`src/rtl/multiword_add_sequencer.sv`:
```
// multiword_add_sequencer: runs a WORDS x 16-bit add/subtract through one external 16-bit adder, LS slice first
module multiword_add_sequencer #(
  parameter int WORDS = 4
) (
  input  logic                clk,
  input  logic                rst_n,
  input  logic                in_valid,
  output logic                in_ready,
  input  logic [16*WORDS-1:0] op_a,
  input  logic [16*WORDS-1:0] op_b,
  input  logic                op_cin,
  input  logic                op_sub,
  output logic                out_valid,
  input  logic                out_ready,
  output logic [16*WORDS-1:0] res_sum,
  output logic                res_cout,
  output logic                res_ovf,
  output logic [15:0]         add_a,
  output logic [15:0]         add_b,
  output logic                add_cin,
  input  logic [15:0]         add_sum,
  input  logic                add_cout
);
  localparam int W  = 16 * WORDS;
  localparam int IW = $clog2(WORDS);
  typedef enum logic [1:0] {IDLE, RUN, DONE} state_t;
  state_t        state;
  logic [IW-1:0] idx;
  logic          carry;
  logic [W-1:0]  a_reg, b_reg;
  assign in_ready  = state == IDLE;
  assign out_valid = state == DONE;
  assign add_a     = state == RUN ? a_reg[idx*16 +: 16] : '0;
  assign add_b     = state == RUN ? b_reg[idx*16 +: 16] : '0;
  assign add_cin   = state == RUN ? carry : 1'b0;
  // b_reg holds the already-inverted subtrahend, so overflow is judged on the effective operand
  always_ff @(posedge clk) begin
    if (!rst_n) begin
      state    <= IDLE;
      idx      <= '0;
      carry    <= 1'b0;
      a_reg    <= '0;
      b_reg    <= '0;
      res_sum  <= '0;
      res_cout <= 1'b0;
      res_ovf  <= 1'b0;
    end else begin
      case (state)
        IDLE: if (in_valid) begin
          a_reg   <= op_a;
          b_reg   <= op_sub ? ~op_b : op_b;
          carry   <= op_sub | op_cin;
          idx     <= '0;
          res_sum <= '0;
          state   <= RUN;
        end
        RUN: begin
          res_sum[idx*16 +: 16] <= add_sum;
          carry <= add_cout;
          if (idx == IW'(WORDS - 1)) begin
            res_cout <= add_cout;
            res_ovf  <= (a_reg[W-1] == b_reg[W-1]) && (add_sum[15] != a_reg[W-1]);
            idx      <= '0;
            state    <= DONE;
          end else begin
            idx <= idx + 1'b1;
          end
        end
        DONE: if (out_ready) state <= IDLE;
        default: state <= IDLE;
      endcase
    end
  end
endmodule
```
`config.mk`:
```
export PLATFORM = sky130hd
export DESIGN_NAME = multiword_add_sequencer
export DESIGN_NICKNAME = d
export VERILOG_FILES = /design/src/rtl/multiword_add_sequencer.sv
export SDC_FILE = /design/constraint.sdc
export NUM_CORES = 1
export LEC_CHECK = 0
export BUFFER_PORTS_ARGS = -buffer_cell sky130_fd_sc_hd__buf_2
export CORE_AREA = 2 2 132 134
export CTS_BUF_LIST = sky130_fd_sc_hd__clkbuf_4
export CTS_CLUSTER_DIAMETER = 200
export DETAILED_ROUTE_END_ITERATION = 8
export DIE_AREA = 0 0 134 136
export PLACE_DENSITY = 0.81
export SETUP_SLACK_MARGIN = 0.1
export SYNTH_ARGS = -nofsm -noshare
export SYNTH_HDL_FRONTEND = slang
export SYNTH_SLANG_ARGS = --single-unit
export TNS_END_PERCENT = 30
```
`constraint.sdc`:
```
create_clock -name clk -period 2.4 [get_ports clk]
set_input_delay 0.24 -clock clk [delete_from_list [all_inputs] [get_ports clk]]
set_output_delay 0.24 -clock clk [all_outputs]
set_load 0.01 [all_outputs]
```
==> qor.txt, run 1 <==
outcome -> finished clean
delay-heaviest family, CP -> multiplexers
setup violators final -> 0
final net count -> 1376
Non-Filler Instances -> 1459
worst-path cell chain -> buf_12, mux4_2, and2_1, buf_2
Switch Pwr -> 1.94 mW
Area contributors post-synth -> dfxtp_1 45%, nand2_1 8.9%, mux4_2 8.1%
area of the die -> 18200 sq um
Comb power frac -> 19.1%
Mean Syn Cell Area -> 10.3 sq um
largest net degree at the start of global routing -> 97
pwr/cell area -> 553 nW/um^2
clock slew seen by the registers of the worst setup and hold paths -> 0.16 ns
Ys Warns -> 0
sequential power share -> 54.0%
Cell variety after synth -> 43
CTS tree -> yes
dpl cells -> 1280
FMAX -> 0.438 GHz
WL/cell -> 17.3 um
Max-Cap Viols -> 0
vias -> 7943
Root Driver -> clkbuf_4
Final Cell Area -> 12100 sq um
clk sinks -> 199
Routed Antenna Nets -> 0
fin crit share -> 95.2%
post-synthesis sequential area ratio -> 44.8%
share of cells above drive strength 1 -> 29.4%
Tmin final -> 2.28 ns
Starting Density -> 52.7%
Chip Height -> 136 um
io pins -> 252
first drt pass iteration count -> 5
Post-Syn Area -> 8900 sq um
hpwl dp -> 14700 um
Total Routing Usage GR -> 27.3%
Data arrival, critical path -> 2.04 ns
Leakage -> 5.62 nW
chip width -> 134 um
initial antenna violation count -> 3
drt initial violations -> 508
VDD IR max -> 0.000311 V
#FFs+latches synth -> 199
Rel. slew slack -> 46.7%
Worst Setup Start Kind -> register
Tightest Hold Check Type -> input pin to register
internal power -> 4.73 mW
Final GP Congestion -> 0.796
CTS Buf Count -> 17
Post-Place Cell Area -> 10300 sq um
P&R area growth vs syn -> 35.5%
Post-Route Setup TNS -> 0 ns
critical path required time -> 2.16 ns
clock share of power -> 26.9%
Post-Route Hold Slack -> 0.0420 ns
CP peak stage delay -> 0.52 ns
crit end category -> output pin
worst-path fanout max -> 9
Slew Limit Fails -> 0
vias in the first global route -> 7895
Max clock buf depth -> 2
DR DRC count -> 0
largest area contributor in the netlist -> dfxtp_1
total grt overflow -> 0
Gate Count Post-Synth -> 860
slowest CP cell -> mux4_2
final wirelength -> 25200 um
crit path kind -> register to output pin
switching portion of total power -> 29.1%
Clock Skew -> 0.0221 ns
worst slew pin tran -> 0.799 ns
num rows -> 48
syn nets -> 1017
core area -> 16900 sq um
Worst-Skew Late Latency -> 0.59 ns
Buf/Inv on CP -> 2
via/cell ratio -> 5.44
Final Hold Viols -> 0
H-tree depth -> 4
global-route wire length before repair -> 39500 um
post-synth top area share -> 44.8%
unrepaired setup endpoints after global routing -> yes
IO buf count -> 251
-- final cells by class --
| type | instances | area (sq um) |
|---|---|---|
| Antenna cell | 2 | 5.00 |
| Clock buffer | 17 | 128 |
| Clock inverter | 15 | 159 |
| Fill cell | 1181 | 4820 |
| Inverter | 3 | 11.3 |
| Multi-Input combinational cell | 581 | 4490 |
| Sequential cell | 199 | 3990 |
| Tap cell | 225 | 282 |
| Timing Repair Buffer | 417 | 2980 |
-- stage by stage --
step / setup WS, ns / utilization, % / power, mW
after global routing: 0.00466 / 71.4 / 6.98
after CTS: 0.0595 / 71.1 / 6.67
after detailed placement: 0.439 / 60.8 / 4.71
after global placement: 0.488 / 60.8 / 4.68
final: 0.115 / 71.4 / 6.67
after floorplan: 0.189 / - / 4.36
-- per-layer routing --
layer  vias up  global-route usage (%)  share of wire, %
met1      3786                    33.1                40
li1       3740                       -                 -
met5         -                       0             0.052
met4         2                    10.3               2.7
met2       363                    47.6                50
met3        52                    6.23               7.6
-- cells by family (layout without fill, tap and decap cells) --
logic type / count (synthesis) / in the layout / synth area share (%)
muxes: 37 / 37 / 8.66
other: 0 / 2 / 0
adders and majority gates: 6 / 6 / 0.844
and+or+nand+nor: 269 / 269 / 13.8
buffers and inverters: 80 / 452 / 4.80
DFF: 199 / 199 / 44.8
AOI/OAI and AO/OA: 205 / 205 / 20.9
xor gates and xnor gates: 64 / 64 / 6.30
-- synthesized netlist by cell type, drive strengths merged --
master,count
nand2b,3
nand4,1
or3b,1
a22o,16
buf,53
o211a,64
nor4b,1
a211oi,1
nor2b,4
mux4,32
clkbuf,24
dfxtp,199
o21ai,3
mux2i,5
o21a,5
a2bb2o,1
o2bb2ai,31
nor2,3
and2,34
nor4,2
a21oi,1
nor3b,2
and3b,1
ha,6
nand2,212
nand3b,1
a32o,17
xnor2,64
nor3,2
a21boi,66
nand3,2
inv,3
-- cells in the final DEF (no fill, tap or decap), types with 2 or more instances in the layout --
cell type | synthesis | routed
inv_1 | 2 | 2
dlygate4sd3_1 | 0 | 143
a22o_1 | 16 | 16
nor3_1 | 2 | 2
o2bb2ai_1 | 21 | 21
a21boi_1 | 36 | 36
dfxtp_1 | 199 | 195
clkinv_4 | 0 | 3
a32o_1 | 17 | 17
buf_12 | 0 | 7
o21ai_0 | 3 | 3
dfxtp_2 | 0 | 2
dfxtp_4 | 0 | 2
diode_2 | 0 | 2
nand2_1 | 212 | 212
o21a_1 | 5 | 5
nor2b_1 | 3 | 3
ha_1 | 6 | 6
inv_8 | 0 | 3
o211a_1 | 64 | 64
mux4_2 | 32 | 32
a21boi_0 | 30 | 30
xnor2_1 | 64 | 64
mux2i_1 | 5 | 5
nor2_1 | 3 | 3
inv_6 | 0 | 5
buf_4 | 7 | 15
o2bb2ai_2 | 10 | 10
and2_1 | 34 | 34
buf_2 | 38 | 249
nor4_4 | 2 | 2
clkbuf_4 | 0 | 17
-- path summary, 6_finish.rpt --
check        startpoint          end  slack, ns  depth (start not counted)
min reg2reg   a_reg[38]    a_reg[38]       0.46                          2
max              idx[0]     add_b[7]       0.12                          4
max reg2reg      idx[0]  res_sum[48]       0.35                          6
min            op_b[52]    b_reg[52]       0.04                          4
-- tightest hold or removal path, cell delays in order --
cell     delay (ns)
buf_2          0.10
xnor2_1        0.06
nand2_1        0.07
o211a_1        0.14
-- power groups by stage --
| stage | Sequential, mW | Combinational (mW) | Clock, mW |
|---|---|---|---|
| after global placement | 3.65 | 1.03 | 0 |
| after global routing | 3.62 | 1.38 | 1.98 |
| final | 3.60 | 1.27 | 1.80 |
| after detailed placement | 3.66 | 1.05 | 0 |
| after CTS | 3.60 | 1.24 | 1.84 |
| after floorplan | 3.63 | 0.727 | 0 |
-- repair_timing --
action	CTS	global route
hold endpoints to repair	191	0
setup endpoints to repair	33	33
hold buffers	143	0
buffers inserted	0	1
gates resized for setup	10	3
cloned	0	1
No activity file was read; power rests on OpenSTA's default activity.
==> inputs of run 2 (changes only) <==
--- a/config.mk
+++ b/config.mk
@@ -6,12 +6,15 @@
 export NUM_CORES = 1
 export LEC_CHECK = 0
 export BUFFER_PORTS_ARGS = -buffer_cell sky130_fd_sc_hd__buf_2
-export CORE_AREA = 2 2 132 134
+export CELL_PAD_IN_SITES_DETAIL_PLACEMENT = 0
+export CELL_PAD_IN_SITES_GLOBAL_PLACEMENT = 1
+export CORE_AREA = 2 2 151 153
 export CTS_BUF_LIST = sky130_fd_sc_hd__clkbuf_4
 export CTS_CLUSTER_DIAMETER = 200
 export DETAILED_ROUTE_END_ITERATION = 8
-export DIE_AREA = 0 0 134 136
-export PLACE_DENSITY = 0.81
+export DIE_AREA = 0 0 153 155
+export PLACE_DENSITY_LB_ADDON = 0.1
+export REMOVE_ABC_BUFFERS = 1
 export SETUP_SLACK_MARGIN = 0.1
 export SYNTH_ARGS = -nofsm -noshare
 export SYNTH_HDL_FRONTEND = slang
==> qor.txt, run 2 (synthesis gave the netlist of run 1 again) <==
outcome -> finished clean
crit path from -> idx[0]
setup violators final -> 0 (unchanged)
worst slew pin tran -> 0.754 ns (-0.0448 ns)
vias in the first global route -> 7265 (-8.0%)
Rel. slew slack -> 49.7% (+3.0 points)
Final Power -> 6.80 mW (+2.0%)
Final GP Congestion -> 0.738 (-7.3%)
drt initial violations -> 333 (-34%)
Total Routing Usage GR -> 19.6% (-7.7 points)
Slew Limit Fails -> 0 (unchanged)
Tmin final -> 2.28 ns (-0.00355 ns)
area of the die -> 23700 sq um (+30%)
Non-Filler Instances -> 1526 (+4.6%)
dpl cells -> 1341 (+4.8%)
fin crit share -> 95.1% (-0.15 points)
share of cells above drive strength 1 -> 31.3% (+1.9 points)
Starting Density -> 40.0% (-13 points)
VDD IR max -> 0.000341 V (+9.5%)
io pins -> 252 (unchanged)
Worst Setup Start Kind -> register
CP peak stage delay -> 0.54 ns (+0.02 ns)
global-route wire length before repair -> 37800 um (-4.2%)
commonest non-fill, non-tap cell in the layout -> buf_2
Data arrival, critical path -> 2.04 ns (about the same)
GR Util met2 -> 32.5% (-15 points)
met1 Track Usage GR -> 26.2% (-7.0 points)
FMAX -> 0.438 GHz (+0.16%)
total grt overflow -> 0 (unchanged)
CTS tree -> yes
Max-Cap Viols -> 0 (unchanged)
Post-Route Hold Slack -> 0.0858 ns (+0.0438 ns)
worst-path fanout max -> 11 (+2)
Worst-Skew Late Latency -> 0.60 ns (about the same)
grt met3 use -> 4.62% (-1.6 points)
hold_sp -> rst_n
num rows -> 55 (+15%)
hpwl dp -> 15000 um (+1.7%)
crit path kind -> register to output pin
Final Hold Viols -> 0 (unchanged)
CTS Buf Count -> 17 (unchanged)
unrepaired setup endpoints after global routing -> yes
P&R area growth vs syn -> 39.5%
Max clock buf depth -> 2 (unchanged)
clock slew seen by the registers of the worst setup and hold paths -> 0.17 ns (about the same)
largest net degree at the start of global routing -> 130 (+34%)
Chip Height -> 155 um (+14%)
first drt pass iteration count -> 5 (unchanged)
IO buf count -> 251 (unchanged)
Buf/Inv on CP -> 2 (unchanged)
chip width -> 153 um (+14%)
Routed Antenna Nets -> 0 (unchanged)
GRT busiest layer -> met2
slowest CP cell -> mux4_2
most frequent cells in the layout -> 229 x buf_2, 212 x nand2_1, 195 x dfxtp_1
H-tree depth -> 4 (unchanged)
core area -> 22200 sq um (+32%)
Tightest Hold Check Type -> input pin to register
initial antenna violation count -> 2 (-1)
final wirelength -> 24100 um (-4.2%)
critical path required time -> 2.16 ns (about the same)
Leakage -> 5.71 nW (+1.6%)
worst-path cell chain -> buf_12, mux4_2, and2_1, buf_2
vias -> 7486 (-5.8%)
Root Driver -> clkbuf_4
RR Startpoint -> idx[0]
delay-heaviest family, CP -> multiplexers
final core utilization -> 55.8% (-16 points)
pwr/cell area -> 548 nW/um^2 (-0.98%)
final net count -> 1382 (+0.44%)
WL/cell -> 15.8 um (-8.4%)
via/cell ratio -> 4.91 (-9.9%)
crit end category -> output pin
clk sinks -> 199 (unchanged)
DR DRC count -> 0 (unchanged)
Clock Skew -> 0.0407 ns (+0.0186 ns)
run 2: per-stage QoR:
step / cell area (sq um) / setup slack [ns] / TNS, ns
2_1_floorplan: 8480 / -4.04 / -578.91
3_3_place_gp: 10400 / 0.510 / 0
3_5_place_dp: 10400 / 0.468 / 0
4_1_cts: 12200 / 0.0312 / 0
5_1_grt: 12400 / -0.0137 / -0.0137
6_report: 12400 / 0.119 / 0
run 2: what timing repair did:
item / in CTS / in global routing
resized for setup: 6 / 43
setup buffers: 3 / 0
hold endpoints to repair: 194 / 0
endpoints found under the setup margin: 33 / 33
gates cloned: 1 / 0
pin swaps: 0 / 1
hold buffers: 146 / 0
run 2: final cells by class:
cell class	instances	area [sq um]
flip-flops and latches	199	3990
fillers	2076	9820
well taps	285	357
multi-input cells	581	4550
clock buffers	17	128
diodes	3	7.51
clock inverters	15	189
repair buffers	423	3180
inverters	3	11.3
run 2: final timing paths:
kind,to,slack (ns),cells past startpoint
max,add_b[15],0.12,4
min,b_reg[10],0.09,2
max reg2reg,res_sum[48],0.35,6
min reg2reg,a_reg[34],0.46,2
run 2: report_power, final:
part	internal, mW	switching [mW]	leakage [nW]
sequential	3.49	0.0997	1.63
clock	0.522	1.38	0.169
combinational	0.713	0.589	3.91
run 2: metal layers:
metal / share of wire (%) / vias up
li1: - / 3742
met2: 47 / 183
met4: 1.3 / 2
met1: 47 / 3536
met3: 4.9 / 23
met5: 0.046 / -
run 2: worst reg2reg max path, cell delays in order, from the launching register on:
cell	delay, ns
dfxtp_4	0.45
buf_4	0.13
inv_2	0.07
ha_1	0.38
nor4b_4	0.24
nand3_2	0.43
o2bb2ai_1	0.28
